==> config.mk <==
export PLATFORM = sky130hd
export DESIGN_NAME = serial_mag_rx_flat
export DESIGN_NICKNAME = d
export VERILOG_FILES = /design/src/rtl/serial_mag_rx_if.sv /design/src/rtl/serial_mag_rx.sv /design/src/flat_wrapper.sv
export SDC_FILE = /design/constraint.sdc
export NUM_CORES = 1
export LEC_CHECK = 0
export BUFFER_PORTS_ARGS = -buffer_cell sky130_fd_sc_hd__buf_2
export CAP_MARGIN = 10
export CORE_MARGIN = 2
export CORE_UTILIZATION = 58
export CTS_BUF_LIST = sky130_fd_sc_hd__clkbuf_16
export DETAILED_ROUTE_END_ITERATION = 10
export HOLD_SLACK_MARGIN = 0.02
export PLACE_DENSITY_LB_ADDON = 0.15
export SLEW_MARGIN = 20
export SYNTH_ARGS = -nofsm -noshare
export SYNTH_HDL_FRONTEND = slang
export SYNTH_SLANG_ARGS = --single-unit
==> constraint.sdc <==
create_clock -name clk -period 2.5 [get_ports clk]
set_clock_uncertainty 0.1 [all_clocks]
set_input_delay 0.5 -clock clk [delete_from_list [all_inputs] [get_ports clk]]
set_output_delay 0.5 -clock clk [all_outputs]
set_load 0.005 [all_outputs]
==> src/rtl/serial_mag_rx_if.sv <==
// -----------------------------------------------------------------------------
// serial_mag_rx_if
// Bundles the two-wire magnitude link and the deserialized word outputs of
// serial_mag_rx.
//   next_data  : word-start strobe, high during the bit period of the word MSB
//   data       : serial data bit, MSB first (mag1 then mag2)
//   mag1/mag2  : magnitudes of the last completed word
//   valid      : one-cycle pulse, outputs are new this cycle
//   bin_idx    : bin number of the word presented with valid
//   frame_done : pulse with valid for the last bin of an FFT block
//   sync_err   : pulse when a strobe interrupts an incomplete word
// Modports: master drives the link and observes results (DSP side / bench),
//           slave is the receiver.
// -----------------------------------------------------------------------------
interface serial_mag_rx_if #(
    parameter int WIDTH = 12,
    parameter int BIN_W = 4
) ();
    logic             next_data;
    logic             data;
    logic [WIDTH-1:0] mag1;
    logic [WIDTH-1:0] mag2;
    logic             valid;
    logic [BIN_W-1:0] bin_idx;
    logic             frame_done;
    logic             sync_err;

    modport master (
        output next_data, data,
        input  mag1, mag2, valid, bin_idx, frame_done, sync_err
    );

    modport slave (
        input  next_data, data,
        output mag1, mag2, valid, bin_idx, frame_done, sync_err
    );
endinterface

==> src/rtl/serial_mag_rx.sv <==
// -----------------------------------------------------------------------------
// serial_mag_rx
// Receive-side deserializer for the two-wire magnitude link. Each strobed
// 2*WIDTH-bit word is split into two WIDTH-bit FFT magnitudes and tagged with
// its bin index within the FFT block. Runs in the bit-clock domain.
// Ports:
//   clk     : bit clock, one serial bit per rising edge
//   reset_n : asynchronous active-low reset
//   bus     : serial_mag_rx_if.slave (link inputs, registered word outputs)
// BIN_W must equal clog2(BINS).
// -----------------------------------------------------------------------------
module serial_mag_rx #(
    parameter int WIDTH    = 12,
    parameter int BINS     = 16,
    parameter int BIN_W    = 4,
    parameter int IDLE_GAP = 32
) (
    input  logic           clk,
    input  logic           reset_n,
    serial_mag_rx_if.slave bus
);
    localparam int WORD  = 2 * WIDTH;
    localparam int CNT_W = $clog2(WORD);
    localparam int GAP_W = $clog2(IDLE_GAP);

    localparam logic [CNT_W-1:0] LAST_BIT = CNT_W'(WORD - 1);
    localparam logic [GAP_W-1:0] GAP_END  = GAP_W'(IDLE_GAP - 1);
    localparam logic [BIN_W-1:0] LAST_BIN = BIN_W'(BINS - 1);

    typedef enum logic [1:0] {
        IDLE  = 2'd0,
        SHIFT = 2'd1,
        GAP   = 2'd2
    } state_t;

    state_t           state_q, state_d;
    // Only the first WORD-1 bits are stored; bit 0 is taken straight from the
    // line on the completing edge.
    logic [WORD-2:0]  shift_q, shift_d;
    logic [CNT_W-1:0] bit_cnt_q, bit_cnt_d;
    logic [GAP_W-1:0] gap_cnt_q, gap_cnt_d;
    logic [BIN_W-1:0] bin_q, bin_d;
    logic [WIDTH-1:0] mag1_q, mag1_d;
    logic [WIDTH-1:0] mag2_q, mag2_d;
    logic [BIN_W-1:0] bin_idx_q, bin_idx_d;
    logic             valid_q, valid_d;
    logic             frame_done_q, frame_done_d;
    logic             sync_err_q, sync_err_d;
    logic [WORD-1:0]  word_full;

    assign word_full = {shift_q, bus.data};

    // Next-state logic. A strobe always starts a fresh word from the current
    // bit, whether we are idle, in the inter-word gap, or mid-word (framing
    // error). Completion loads the output registers so valid appears one
    // cycle after bit 0, while the next word's MSB may already be captured.
    always_comb begin
        state_d      = state_q;
        shift_d      = shift_q;
        bit_cnt_d    = bit_cnt_q;
        gap_cnt_d    = gap_cnt_q;
        bin_d        = bin_q;
        mag1_d       = mag1_q;
        mag2_d       = mag2_q;
        bin_idx_d    = bin_idx_q;
        valid_d      = 1'b0;
        frame_done_d = 1'b0;
        sync_err_d   = 1'b0;

        unique case (state_q)
            IDLE, GAP: begin
                if (bus.next_data) begin
                    shift_d   = {{(WORD-2){1'b0}}, bus.data};
                    bit_cnt_d = CNT_W'(1);
                    state_d   = SHIFT;
                end else if (state_q == GAP) begin
                    if (gap_cnt_q == GAP_END) begin
                        // Link went quiet: next word begins a new block.
                        bin_d     = '0;
                        gap_cnt_d = '0;
                        state_d   = IDLE;
                    end else begin
                        gap_cnt_d = gap_cnt_q + GAP_W'(1);
                    end
                end
            end

            SHIFT: begin
                if (bus.next_data) begin
                    // Partial word dropped; bin counter untouched.
                    sync_err_d = 1'b1;
                    shift_d    = {{(WORD-2){1'b0}}, bus.data};
                    bit_cnt_d  = CNT_W'(1);
                end else if (bit_cnt_q == LAST_BIT) begin
                    mag1_d       = word_full[WORD-1:WIDTH];
                    mag2_d       = word_full[WIDTH-1:0];
                    bin_idx_d    = bin_q;
                    valid_d      = 1'b1;
                    frame_done_d = (bin_q == LAST_BIN);
                    bin_d        = (bin_q == LAST_BIN) ? '0 : bin_q + BIN_W'(1);
                    gap_cnt_d    = '0;
                    state_d      = GAP;
                end else begin
                    shift_d   = {shift_q[WORD-3:0], bus.data};
                    bit_cnt_d = bit_cnt_q + CNT_W'(1);
                end
            end

            default: begin
                state_d = IDLE;
            end
        endcase
    end

    // State and output registers; reset discards any word in progress.
    always_ff @(posedge clk or negedge reset_n) begin
        if (!reset_n) begin
            state_q      <= IDLE;
            shift_q      <= '0;
            bit_cnt_q    <= '0;
            gap_cnt_q    <= '0;
            bin_q        <= '0;
            mag1_q       <= '0;
            mag2_q       <= '0;
            bin_idx_q    <= '0;
            valid_q      <= 1'b0;
            frame_done_q <= 1'b0;
            sync_err_q   <= 1'b0;
        end else begin
            state_q      <= state_d;
            shift_q      <= shift_d;
            bit_cnt_q    <= bit_cnt_d;
            gap_cnt_q    <= gap_cnt_d;
            bin_q        <= bin_d;
            mag1_q       <= mag1_d;
            mag2_q       <= mag2_d;
            bin_idx_q    <= bin_idx_d;
            valid_q      <= valid_d;
            frame_done_q <= frame_done_d;
            sync_err_q   <= sync_err_d;
        end
    end

    assign bus.mag1       = mag1_q;
    assign bus.mag2       = mag2_q;
    assign bus.bin_idx    = bin_idx_q;
    assign bus.valid      = valid_q;
    assign bus.frame_done = frame_done_q;
    assign bus.sync_err   = sync_err_q;
endmodule
==> src/flat_wrapper.sv <==
// flat-port wrapper written by rule: the top's interface ports become plain ports
module serial_mag_rx_flat 
#(
    parameter int WIDTH    = 12,
    parameter int BINS     = 16,
    parameter int BIN_W    = 4,
    parameter int IDLE_GAP = 32
)
  (clk, reset_n, bus_next_data, bus_data, bus_mag1, bus_mag2, bus_valid, bus_bin_idx, bus_frame_done, bus_sync_err);
  serial_mag_rx_if #(.WIDTH(WIDTH), .BIN_W(BIN_W)) bus_i ();
  input  logic clk;
  input  logic reset_n;
  input wire logic [$bits(bus_i.next_data)-1:0] bus_next_data;
  input wire logic [$bits(bus_i.data)-1:0] bus_data;
  output wire logic [$bits(bus_i.mag1)-1:0] bus_mag1;
  output wire logic [$bits(bus_i.mag2)-1:0] bus_mag2;
  output wire logic [$bits(bus_i.valid)-1:0] bus_valid;
  output wire logic [$bits(bus_i.bin_idx)-1:0] bus_bin_idx;
  output wire logic [$bits(bus_i.frame_done)-1:0] bus_frame_done;
  output wire logic [$bits(bus_i.sync_err)-1:0] bus_sync_err;
  assign bus_i.next_data = bus_next_data;
  assign bus_i.data = bus_data;
  assign bus_mag1 = bus_i.mag1;
  assign bus_mag2 = bus_i.mag2;
  assign bus_valid = bus_i.valid;
  assign bus_bin_idx = bus_i.bin_idx;
  assign bus_frame_done = bus_i.frame_done;
  assign bus_sync_err = bus_i.sync_err;
  serial_mag_rx #(.WIDTH(WIDTH), .BINS(BINS), .BIN_W(BIN_W), .IDLE_GAP(IDLE_GAP)) u_core (.clk(clk), .reset_n(reset_n), .bus(bus_i));
endmodule
==> out/metrics.csv <==
stage,metric,value,unit
global_route,grt_antenna_before_repair,0,
cells_and_area,nNetsFinal,330,
floorplan,fp.dieArea,5960,um^2
logic_synthesis,synthCells,277,
cts,worstSkewPairLatency,0.33,ns
floorplan,initial_utilization,60.5,%
power,overall_power_consumption,3.17,mW
floorplan,floorplan.die.height,77.2,um
place,portBuffers,34,
power,clock_power_share,42.7,%
flow_run,number_of_maximum_capacitance_constraint_violations,0,
logic_synthesis,synth-edff-count,0,
cells_and_area,final_util,71.8,%
route,highest_layer,met4,
logic_synthesis,synth_ff_type,sky130_fd_sc_hd__dfrtp_1,
power,power.share.sequential,40.1,%
sta,finalHoldViolCount,0,
sta,slew_headroom,63.0,%
global_route,grt_pass1_wl,9320,um
route,detailroute.via_count,2140,
logic_synthesis,netlist_area,3110,um^2
place,dpl.hpwl,3510,um
place,routabilityCongestion,0.792,
power,power.density_cell_area,860,nW/um^2
worst_setup_path,kind_of_capture_point_of_the_worst_setup_path,register,
cts,path_clk_slew,0.06,ns
logic_synthesis,yosysUniqueCellTypes,43,
cts,h-tree-depth,3,
logic_synthesis,async_flop_share,100,%
sta,max_slew.worst_pin.slew,0.549,ns
logic_synthesis,yosysWarningCount,0,
sta,fmax,451,MHz
cells_and_area,area_delta_synth_final,18.7,%
worst_setup_path,setup.worst_path.start_class,register,
route,post_drt_via_cell_ratio,5.46,
cts,post-cts-setup-buffers,0,
cts,post_cts_resize_count,0,
floorplan,placeableCoreArea,5140,um^2
sta,finalCriticalPeriod,2.22,ns
floorplan,chipWidth,77.2,um
route,wl_met1,2670,um
place,placedInstanceArea,3360,um^2
global_route,grt_start_max_net_pins,45,
logic_synthesis,synth_seq_area_share,56.3,%
hold_path,worst_hold_path_type,input pin to register,
floorplan,rows,26,
sta,grt_setup_unrepaired,no,
worst_setup_path,timing.critical_path.from,u_core.state_q[1],
cts,number_of_clock_buffers_inserted_by_tritoncts,9,
logic_synthesis,postSynthRegisterBits,70,
route,routed-wl-met3,186,um
place,placement.setup.worst_slack,0.269,ns
cts,clkSinkCount,70,
global_route,grt_pass1_vias,1967,
cts,clock_tree.root_cell,sky130_fd_sc_hd__clkbuf_16,
logic_synthesis,synth.net_count,290,
cts,cts_tree,yes,
route,firstDrtPassIters,4,
cells_and_area,design_area,3690,um^2
power,fraction_of_power_spent_switching_nets,28.1,%
worst_setup_path,critPathArrivalTime,2.31,ns
sta,setup_viol_count_final,0,
power,combinationalPowerShare,17.3,%
power,leakagePower,1.87,nW
sta,timing.final.max_slew_violations,0,
worst_setup_path,path_class,register to register,
power,cell_internal_pwr,2.28,mW
worst_setup_path,regToRegStartpoint,u_core.state_q[1],
sta,setup_ws,0.283,ns
global_route,grt_overflow,0,
worst_setup_path,crit_path_max_fanout,44,
sta,final_period_util,88.7,%
route,route.final.wire_length,5550,um
route,ant_nets,0,
cts,holdBufCountCts,1,
route,first_iter_violations,129,
cts,clk_path_buf_depth,2,
global_route,grtUsageTotal,20.1,%
power,switching_power,0.891,mW
logic_synthesis,syn-mean-instance-area,11.2,um^2
route,routedWlPerCell,14.2,um
sta,setup-tns-final,0,ns
power,power.ir.vdd_worst,716,uV
worst_setup_path,timing.critical_path.required,2.59,ns
outcome,outcome,"complete, no violations",
route,dr_wl_met2,2630,um
floorplan,floorplan.io_pins,35,
cells_and_area,antenna_cells,0,
route,remaining_drc_errors,0,
hold_path,worstHoldStart,bus_data,
cells_and_area,drive_gt1_share,29.5,%
-- synth_stat cells (2+ instances only) --
master	number	area, um^2
sky130_fd_sc_hd__nand4_1	2	12.5
sky130_fd_sc_hd__a22o_2	2	20.0
sky130_fd_sc_hd__nand3_1	3	15.0
sky130_fd_sc_hd__nor3_1	2	10.0
sky130_fd_sc_hd__dfrtp_1	70	1750
sky130_fd_sc_hd__o41ai_1	2	17.5
sky130_fd_sc_hd__a41oi_1	2	17.5
sky130_fd_sc_hd__a31oi_1	3	18.8
sky130_fd_sc_hd__nor2_1	12	45.0
sky130_fd_sc_hd__nand2_1	54	203
sky130_fd_sc_hd__buf_4	5	37.5
sky130_fd_sc_hd__and3_1	2	12.5
sky130_fd_sc_hd__or2b_1	2	15.0
sky130_fd_sc_hd__ha_1	9	113
sky130_fd_sc_hd__inv_1	10	37.5
sky130_fd_sc_hd__buf_2	5	25.0
sky130_fd_sc_hd__o22a_1	2	17.5
sky130_fd_sc_hd__a21oi_1	6	30.0
sky130_fd_sc_hd__mux2_2	30	338
sky130_fd_sc_hd__o21ai_0	29	145
sky130_fd_sc_hd__nor2b_1	3	18.8
-- power by group through the flow --
stage	clock [mW]	combinational, mW	sequential, mW
floorplan	0	0.439	1.27
global placement	0	0.533	1.29
detailed placement	0	0.541	1.29
CTS	1.38	0.551	1.27
global route	1.43	0.619	1.28
finish	1.35	0.548	1.27
-- registers in the layout, indices dropped and copies added (netlist names) --
name                   count
u_core.bit_cnt_q           5
u_core.bus.bin_idx         4
u_core.bus.mag2           12
u_core.bus.sync_err        1
u_core.shift_q            23
u_core.gap_cnt_q           5
u_core.bin_q               4
u_core.bus.frame_done      1
u_core.state_q             2
u_core.bus.valid           1
u_core.bus.mag1           12
-- cell type report --
cell class	instances	area, um^2
multi-input cells	185	1250
well taps	70	87.6
fillers	388	1450
inverters	10	37.5
clock buffers	9	225
repair buffers	41	238
flip-flops and latches	70	1750
clock inverters	7	97.6
-- through the flow --
step / instances / hold slack (ns)
after CTS: 392 / 0.308
after global routing: 392 / 0.316
after floorplan: 277 / 0.104
final: 392 / 0.317
after global placement: 375 / 0.342
after detailed placement: 375 / 0.344
-- worst max-delay path, stage by stage (launching register included) --
cell and delay, ns:
sky130_fd_sc_hd__dfrtp_1 0.42, sky130_fd_sc_hd__inv_1 0.11, sky130_fd_sc_hd__ha_1 0.44, sky130_fd_sc_hd__nand2b_4 0.14
sky130_fd_sc_hd__o221ai_4 0.30, sky130_fd_sc_hd__buf_4 0.39, sky130_fd_sc_hd__o21ai_0 0.16
-- routing by layer --
| layer | GRT usage [%] | vias to the layer above |
|---|---|---|
| li1 | - | 1055 |
| met1 | 28.2 | 1035 |
| met2 | 29.6 | 44 |
| met3 | 3.53 | 6 |
| met4 | 11.3 | 0 |
| met5 | 0 | - |
-- kinds of logic after synthesis --
logic type      share of synthesized area [%]
fa+ha+maj                                3.62
buf+inv                                  3.82
compound gates                           11.3
simple gates                             13.6
flops                                    56.3
mux                                      11.3
-- worst paths after layout --
| check | end | cells past startpoint | slack, ns |
|---|---|---|---|
| max in group asynchronous | u_core.bit_cnt_q[3] | 3 | 1.20 |
| hold reg to reg | u_core.shift_q[5] | 2 | 0.40 |
| hold / removal | u_core.shift_q[0] | 2 | 0.32 |
| setup / recovery | u_core.shift_q[6] | 6 | 0.28 |
| min in group asynchronous | u_core.bin_q[3] | 2 | 0.53 |
| setup reg to reg | u_core.shift_q[6] | 6 | 0.28 |
-- cell usage in the layout, fill, tap and decap left out, types with 3 or more instances in the layout --
cell type	synthesis	layout
sky130_fd_sc_hd__dfrtp_1	70	70
sky130_fd_sc_hd__nand2_1	54	54
sky130_fd_sc_hd__buf_2	5	34
sky130_fd_sc_hd__mux2_2	30	30
sky130_fd_sc_hd__o21ai_0	29	29
sky130_fd_sc_hd__nor2_1	12	12
sky130_fd_sc_hd__inv_1	10	11
sky130_fd_sc_hd__ha_1	9	9
sky130_fd_sc_hd__clkbuf_16	0	9
sky130_fd_sc_hd__a21oi_1	6	6
sky130_fd_sc_hd__buf_4	5	5
sky130_fd_sc_hd__a31oi_1	3	3
sky130_fd_sc_hd__nand3_1	3	3
No activity file was read; power rests on OpenSTA's default activity.
